--- config.mk ---
export PLATFORM = sky130hd
export DESIGN_NAME = mem_arbiter
export DESIGN_NICKNAME = d
export VERILOG_FILES = /design/src/rtl/mem_arbiter_pkg.sv /design/src/rtl/rr_arbiter2.sv /design/src/rtl/mem_arbiter.sv
export SDC_FILE = /design/constraint.sdc
export NUM_CORES = 1
export LEC_CHECK = 0
export ABC_AREA = 1
export CORE_AREA = 4 4 193 195
export CTS_CLUSTER_SIZE = 40
export DETAILED_ROUTE_END_ITERATION = 7
export DIE_AREA = 0 0 197 199
export DONT_BUFFER_PORTS = 1
export SLEW_MARGIN = 15
export SYNTH_ARGS = -nofsm -noshare
export SYNTH_HDL_FRONTEND = slang
export SYNTH_SLANG_ARGS = --single-unit
--- constraint.sdc ---
create_clock -name clk -period 1.8 [get_ports clk]
set_clock_uncertainty 0.05 [all_clocks]
set_input_delay 0.36 -clock clk [delete_from_list [all_inputs] [get_ports clk]]
set_output_delay 0.36 -clock clk [all_outputs]
set_load 0.03 [all_outputs]
--- src/rtl/mem_arbiter_pkg.sv ---
// Shared definitions for the two-port memory arbiter: memory widths, function
// codes, sequencer state encodings and the default watchdog limit.
package mem_arbiter_pkg;

    localparam int MEM_ADDR_W = 28;
    localparam int MEM_DATA_W = 68;

    localparam logic [1:0] FUNC_GET_CONTENTS = 2'd0;
    localparam logic [1:0] FUNC_SET_CONTENTS = 2'd1;
    localparam logic [1:0] FUNC_GET_FREE     = 2'd2;

    localparam int DEFAULT_TIMEOUT = 1024;

    typedef enum logic [1:0] {
        ST_IDLE      = 2'd0,
        ST_EXEC      = 2'd1,
        ST_WAIT_DONE = 2'd2,
        ST_RESP      = 2'd3
    } arb_state_t;

    function automatic logic [1:0] port_onehot(input logic port);
        return port ? 2'b10 : 2'b01;
    endfunction

endpackage

--- src/rtl/rr_arbiter2.sv ---
// Two-request round-robin pick. On a tie the port that did not win last time
// is chosen; last_grant powers up as 1 so port 0 wins the first tie.
module rr_arbiter2 (
    input  logic       clk,
    input  logic       rst,
    input  logic [1:0] req,
    input  logic       take,
    output logic       any,
    output logic       grant
);

    logic last_grant;

    always_comb begin
        any = |req;
        if (&req)
            grant = ~last_grant;
        else
            grant = req[1];
    end

    // NOTE: state registers use non-blocking assignments so every flop samples pre-edge values.
    always_ff @(posedge clk or negedge rst) begin
        if (!rst)
            last_grant <= 1'b1;
        else if (take)
            last_grant <= grant;
    end

endmodule

--- src/rtl/mem_arbiter.sv ---
// Two-port arbiter and sequencer in front of memory_unit: grants round-robin,
// drives the execute handshake, returns the result and watches for a hung unit.
module mem_arbiter
    import mem_arbiter_pkg::*;
#(
    parameter int ADDR_W      = MEM_ADDR_W,
    parameter int DATA_W      = MEM_DATA_W,
    parameter int EXEC_CYCLES = 2,
    parameter int TIMEOUT     = DEFAULT_TIMEOUT
) (
    input  logic                   clk,
    input  logic                   rst,
    input  logic [1:0]             req_valid,
    input  logic [1:0][1:0]        req_func,
    input  logic [1:0][ADDR_W-1:0] req_addr,
    input  logic [1:0][DATA_W-1:0] req_data,
    output logic [1:0]             req_ack,
    output logic [1:0]             req_done,
    output logic [ADDR_W-1:0]      resp_addr,
    output logic [DATA_W-1:0]      resp_data,
    output logic [1:0]             mem_func,
    output logic                   mem_execute,
    output logic [ADDR_W-1:0]      mem_addr,
    output logic [DATA_W-1:0]      mem_data,
    input  logic [ADDR_W-1:0]      mem_addr_out,
    input  logic [DATA_W-1:0]      mem_data_out,
    input  logic                   mem_is_ready,
    output logic                   busy,
    output logic                   timeout_err
);

    localparam int EXEC_W = (EXEC_CYCLES > 1) ? $clog2(EXEC_CYCLES) : 1;
    localparam int WD_W   = (TIMEOUT > 1) ? $clog2(TIMEOUT) : 1;

    arb_state_t        state_q, state_d;
    logic              grant_any, grant_port, take, port_q;
    logic [EXEC_W-1:0] exec_cnt;
    logic [WD_W-1:0]   wd_cnt;
    logic              exec_last, wd_expired;

    rr_arbiter2 u_rr (
        .clk   (clk),
        .rst   (rst),
        .req   (req_valid),
        .take  (take),
        .any   (grant_any),
        .grant (grant_port)
    );

    assign exec_last  = (exec_cnt == EXEC_W'(EXEC_CYCLES - 1));
    assign wd_expired = (wd_cnt == WD_W'(TIMEOUT - 1));

    // NOTE: defaults are assigned first so no path through the case leaves a variable unassigned (no latches).
    always_comb begin
        state_d = state_q;
        take    = 1'b0;
        unique case (state_q)
            ST_IDLE: begin
                if (mem_is_ready && grant_any) begin
                    take    = 1'b1;
                    state_d = ST_EXEC;
                end
            end
            ST_EXEC: begin
                if (exec_last)
                    state_d = ST_WAIT_DONE;
            end
            ST_WAIT_DONE: begin
                if (mem_is_ready || wd_expired)
                    state_d = ST_RESP;
            end
            ST_RESP: state_d = ST_IDLE;
            default: state_d = ST_IDLE;
        endcase
    end

    always_ff @(posedge clk or negedge rst) begin
        if (!rst)
            state_q <= ST_IDLE;
        else
            state_q <= state_d;
    end

    always_ff @(posedge clk or negedge rst) begin
        if (!rst) begin
            req_ack     <= 2'b00;
            port_q      <= 1'b0;
            mem_func    <= '0;
            mem_addr    <= '0;
            mem_data    <= '0;
            resp_addr   <= '0;
            resp_data   <= '0;
            exec_cnt    <= '0;
            wd_cnt      <= '0;
            timeout_err <= 1'b0;
        end else begin
            req_ack <= take ? port_onehot(grant_port) : 2'b00;
            // Operands are frozen here; later req_* changes cannot disturb the op.
            if (take) begin
                port_q   <= grant_port;
                mem_func <= req_func[grant_port];
                mem_addr <= req_addr[grant_port];
                mem_data <= req_data[grant_port];
            end
            exec_cnt <= (state_q == ST_EXEC && !exec_last) ? exec_cnt + EXEC_W'(1) : '0;
            wd_cnt   <= (state_q == ST_WAIT_DONE) ? wd_cnt + WD_W'(1) : '0;
            if (state_q == ST_WAIT_DONE) begin
                if (mem_is_ready) begin
                    resp_addr <= mem_addr_out;
                    resp_data <= mem_data_out;
                end else if (wd_expired) begin
                    timeout_err <= 1'b1;
                end
            end
        end
    end

    assign mem_execute = (state_q == ST_EXEC);
    assign busy        = (state_q != ST_IDLE);
    assign req_done    = (state_q == ST_RESP) ? port_onehot(port_q) : 2'b00;

endmodule

# After elaboration in Yosys (flattened, before gate mapping)
# Cells that the tools add are included.
[classes] addsub=2 n_lt_le_gt_ge=1 eq_ne=7 muxes=19 bitwise_logic=2 reduce_logical=11
[op_table] operator="$mux W68" n=2
[op_table] operator="$mux W28" n=2
[op_table] operator="$mux W2" n=9
[op_table] operator="$add A10 B1 Y10 const B" n=1
[op_table] operator="$eq A10 B10 Y1 const B" n=1
[op_table] operator="$mux W10" n=1
[op_table] operator="$pmux W2 S4" n=1
[op_table] operator="$reduce_and A3 Y1" n=2
[op_table] operator="$eq A2 B2 Y1 const B" n=2
[op_table] operator="$mux W1" n=4
[op_table] operator="$ne A2 B2 Y1 const B" n=2
[op_table] operator="$reduce_and A2 Y1" n=2
[op_table] operator="$eq A2 B1 Y1 const B" n=1
[op_table] operator="$logic_and A1 B1 Y1" n=2
[op_table] operator="$logic_not A2 Y1" n=1
[op_table] operator="$lt A1 B2 Y1 const B" n=1
[op_table] operator="$ne A2 B1 Y1 const B" n=1
[op_table] operator="$not A1 Y1" n=2
[op_table] operator="$reduce_bool A2 Y1" n=1
[op_table] operator="$reduce_or A2 Y1" n=1
[op_table] operator="$add A1 B1 Y1 const B" n=1
[op_table] operator="$logic_not A1 Y1" n=1
[op_table] operator="$logic_or A1 B1 Y1" n=1
[word_totals] ff_bits=212 input_bits=297 output_inout_bits=201 elab_cells=54

# Logic depth before layout (Yosys ltp)
[depth] word_depth=5 depth_mapped=9 mapped_depth_nobuf=8

# Hierarchy
# From an unflattened synthesis, not the netlist that was laid out.
[unflattened] hier_cells=818 hier_area_um2=8668.3
[modules_own_cells] module="mem_arbiter" n_inst=1 cells_each=810 area_per_inst_um2=8609.5 seq_area_each_um2=5280.1
[modules_own_cells] module="rr_arbiter2" n_inst=1 cells_each=8 area_per_inst_um2=58.8 seq_area_each_um2=26.3

# Least setup slack after synthesis
# No wires, ideal clock.
[synth_path] path_type="register to register" from="register state_q[0]" to="register mem_addr[11]" setup_time_ns=0.117 arrival_time_ns=1.499 t_required_ns=1.633 path_slack_ns=0.133 stages_incl_launch_ff=10 n_path_buf=2 period_less_slack_ns=1.667 path_cell_list="dfrtp_1 > inv_1 > ha_1 > inv_1 > nor2_4 > inv_2 > buf_2 > buf_2 > nand2_1 > nand2_1"
[synth_between] elab_chain_cells=2
[synth_lines] item="start: declaration" line_no="mem_arbiter.sv:35" text="arb_state_t state_q, state_d;"
[synth_lines] item="start signal: assignment" line_no="mem_arbiter.sv:81" text="state_q <= state_d;"
[synth_lines] item="$logic_not A2 Y1" line_no="mem_arbiter.sv:57" text="unique case (state_q)"
[synth_lines] item="$mux W1" line_no="mem_arbiter.sv:57"
[synth_lines] item="end signal: assignment" line_no="mem_arbiter.sv:102" text="mem_addr <= req_addr[grant_port];"
[synth_lines] item="end: declaration" line_no="mem_arbiter.sv:23" text="output logic [ADDR_W-1:0] mem_addr,"
# Every way passes these cells.
# A chain may end at the register's enable or synchronous reset.

# Final worst setup path
[layout_path] from="register state_q[1]" to="output mem_execute"
[layout_between] elab_chain_cells=1
[layout_lines] item="$eq A2 B1 Y1" line_no="mem_arbiter.sv:118" text="assign mem_execute = (state_q == ST_EXEC);"
[layout_lines] item="end: declaration" line_no="mem_arbiter.sv:22" text="output logic mem_execute,"
# Every way passes these cells.

==> impl_metrics.toml <==
[worst_setup_path]
cp_max_fo = 4
critPathBufInv = 2
startpoint = "state_q[1]"
crit_chain = "inv_2, ha_2, buf_6"
cp_data_arrival_time_ps = 1420
reg2reg_slack_ps = 40
worst_path_max_delay_cell = "dfrtp_2"
r2r-start = "state_q[1]"
endpoint_kind = "output pin"
reg2reg_depth = 6
endpoint = "mem_execute"
r2r_end = "resp_data[6]"
worst_path_dominant_cell_family = "flip-flops"
critical-path-max-stage-delay_ps = 440
cp.depth = 3
startpoint_type = "register"
cp_data_required_time_ps = 1390
worstSetupPathType = "register to output pin"

[sta]
whs_ps = -506
slew_headroom_pct = 70.4
drv_slew = 0
fmax_ghz = 0.548
fin_crit_ps = 1830
final_hold_viol_count = 212
finalSetupViolCount = 2
rsz0062_at_grt = "yes"
worst_slew_pin_slew_ps = 444
min_period_over_period_pct = 101
fin_ws_ps = -25.1
finalSetupTns_ps = -45.7

[clock_tree]
cts_root_buf = "clkbuf_16"
cts_inserted_buffers = 24
cts_tree = "yes"
clock_path_buffers = 3
clk_latency_ps = 510
numClockSinks = 212
cts-hold-fix-buffers = 225
path_clk_slew_ps = 60
htreeDepth = 1

[yosys]
synthCells = 1040
synth-main-ff-cell = "dfrtp_1"
avgSynthCellArea_um2 = 8.97
ys_async_sr_fraction_pct = 100
synth-edff-count = 0
synthAdderAreaFrac_pct = 0.804
ys_seq_elements = 212
synth_compound_area_share_pct = 0.737
syn_area_um2 = 9330
yosysWarningCount = 0
synth_xor_xnor_area_share_pct = 0
synth_seq_area_share_pct = 56.9
synthMuxAreaShare_pct = 11.6
syn_nets = 1343
synth_cell_types = 22
synth_top_family_by_area = "simple AND/OR/NAND/NOR gates"
synth-simple-area-share_pct = 26.2

[die]
die_area_um2 = 39200
rows = 69
start_util_pct = 26.4
die_h_um = 199
io_pins = 498
die_w_um = 197
fp.coreArea_um2 = 35400

[global_route]
grt_pass1_wl_um = 46200
grt.total_usage_pct = 14.5
grt-ovfl-total = 0
grt_pass1_vias = 8413
grt_max_degree = 213
antenna_found_initial = 0

[final_layout]
fillCellCount = 3344
diodes = 0
final_util_pct = 36.9
areaGrowthSynthToFinish_pct = 40.1
drive_above_1_share_pct = 14.4
finalNetCount = 1572

[routing]
dr.pass1.iters = 7
viasPerCell = 4.55
vias = 7942
wl_um = 30800
postRouteAntennaNets = 0
wl_per_cell_um = 17.6
drt_iter0_markers = 311
drc = 0

[pwr]
total_power_uw = 22800
leakagePower_uw = 0.00649
irDropWorstVdd_uv = 1220
power_density_nw_per_um2 = 1740

[placement]
pre_cts_ws_ps = 73.0
gp_congestion = 0.800
dpl.hpwl_um = 19700
io_buffers = 0

[min_path]
min_path_type = "input port to async pin"

[outcome]
outcome = "complete, but fails checks"
violations = "negative hold slack, negative setup slack"

[flow_run]
drv_cap = 0
[where the power goes]
part / switching [uW] / internal [uW] / leakage, uW / total [uW]
Sequential: 6070 / 6890 / 0.00261 / 13000
Combinational: 2500 / 2600 / 0.00349 / 5090
Clock: 1900 / 2840 / 0.000390 / 4730
Total: 10500 / 12300 / 0.00649 / 22800
[synthesized netlist by cell type, types with 2 or more instances]
library cell  number  share of area, %
a21oi_1            8              0.43
buf_1              7              0.28
buf_2             18              0.97
buf_4             12              0.97
buf_6              4              0.48
clkbuf_1          11              0.44
dfrtp_1          211                57
ha_1               6              0.80
inv_1             15              0.60
inv_2              2             0.080
mux2_2            96                12
nand2_1          617                25
nand3_1            7              0.38
nor2_1            13              0.52
nor3_1             3              0.16
o21ai_0            4              0.21
[flip-flops by register name (all words and copies together), names as in the netlist]
signal	cells
u_rr.last_grant	1
resp_addr	28
req_ack	2
mem_addr	28
port_q	1
state_q	2
mem_func	2
timeout_err	1
exec_cnt	1
resp_data	68
wd_cnt	10
mem_data	68
[per-layer routing]
layer  up-vias  wire length (um)  share of wire [%]  track usage (%)
met2       515             15300                 50             25.4
met5         -                 0                  0                0
met4         0              1050                3.4             5.93
met1      3681             11200                 36             16.4
met3        72              3260                 11             4.73
li1       3674                 -                  -                -
[layout make-up]
class	instances	area, um2	share of cell area, %
clock buffer	32	692	5.29
timing repair buffer	255	2640	20.1
clock inverter	11	86.3	0.660
sequential	212	5310	40.6
tap	461	577	4.41
inverter	17	66.3	0.507
multi-input combinational	759	3710	28.4
[metrics by stage]
| step | hold WS (ps) | instance area (um2) | instances |
|---|---|---|---|
| floorplan | 14.4 | 9330 | 1040 |
| global placement | 23.5 | 9910 | 1473 |
| detailed placement | 22.0 | 9910 | 1473 |
| CTS | -536 | 13000 | 1743 |
| global route | -536 | 13100 | 1747 |
| finish | -506 | 13100 | 1747 |
[layout by cell type, fill, tap and decap left out]
| master | synthesis | routed |
|---|---|---|
| bufinv_16 | 0 | 1 |
| dlygate4sd3_1 | 0 | 225 |
| o21ai_0 | 4 | 4 |
| nand2_4 | 0 | 2 |
| ha_2 | 0 | 2 |
| nor2_1 | 13 | 12 |
| inv_1 | 15 | 10 |
| clkbuf_8 | 0 | 4 |
| inv_2 | 2 | 5 |
| dfstp_2 | 1 | 1 |
| nor2_2 | 0 | 1 |
| clkinv_4 | 0 | 1 |
| or2_2 | 1 | 1 |
| nor3_1 | 3 | 3 |
| clkinv_2 | 0 | 10 |
| clkinvlp_4 | 0 | 1 |
| o21ai_2 | 1 | 1 |
| nand3_1 | 7 | 7 |
| buf_4 | 12 | 16 |
| clkbuf_1 | 11 | 3 |
| clkbuf_16 | 0 | 27 |
| buf_6 | 4 | 4 |
| ha_1 | 6 | 2 |
| nor2_4 | 1 | 1 |
| dfrtp_1 | 211 | 210 |
| mux2_2 | 96 | 96 |
| buf_12 | 0 | 7 |
| ha_4 | 0 | 2 |
| nand2_1 | 617 | 616 |
| a21oi_1 | 8 | 8 |
| dfrtp_2 | 0 | 1 |
| nand4_1 | 1 | 1 |
| buf_16 | 0 | 1 |
[worst min-delay path by stage]
stage	cells after the start	to	from	slack [ps]
finish	0	mem_data[67]	rst	-510
detailed placement	0	mem_data[8]	rst	20
global placement	0	mem_data[14]	rst	20
CTS	0	mem_data[8]	rst	-540
floorplan	0	exec_cnt	rst	10
global route	0	mem_data[9]	rst	-540
[logic make-up after synthesis]
family          count (synthesis)
compound gates                 13
fa+ha+maj                       6
buf+inv                        69
flops                         212
mux                            96
simple gates                  644
[timing repair]
action	4_1_cts	5_1_grt
hold endpoints to repair	383	212
endpoints found under the setup margin	4	83
gates resized for setup	13	5
setup buffers	2	2
cloned	0	2
pin swaps	0	1
(Power assumes the default switching activity.)
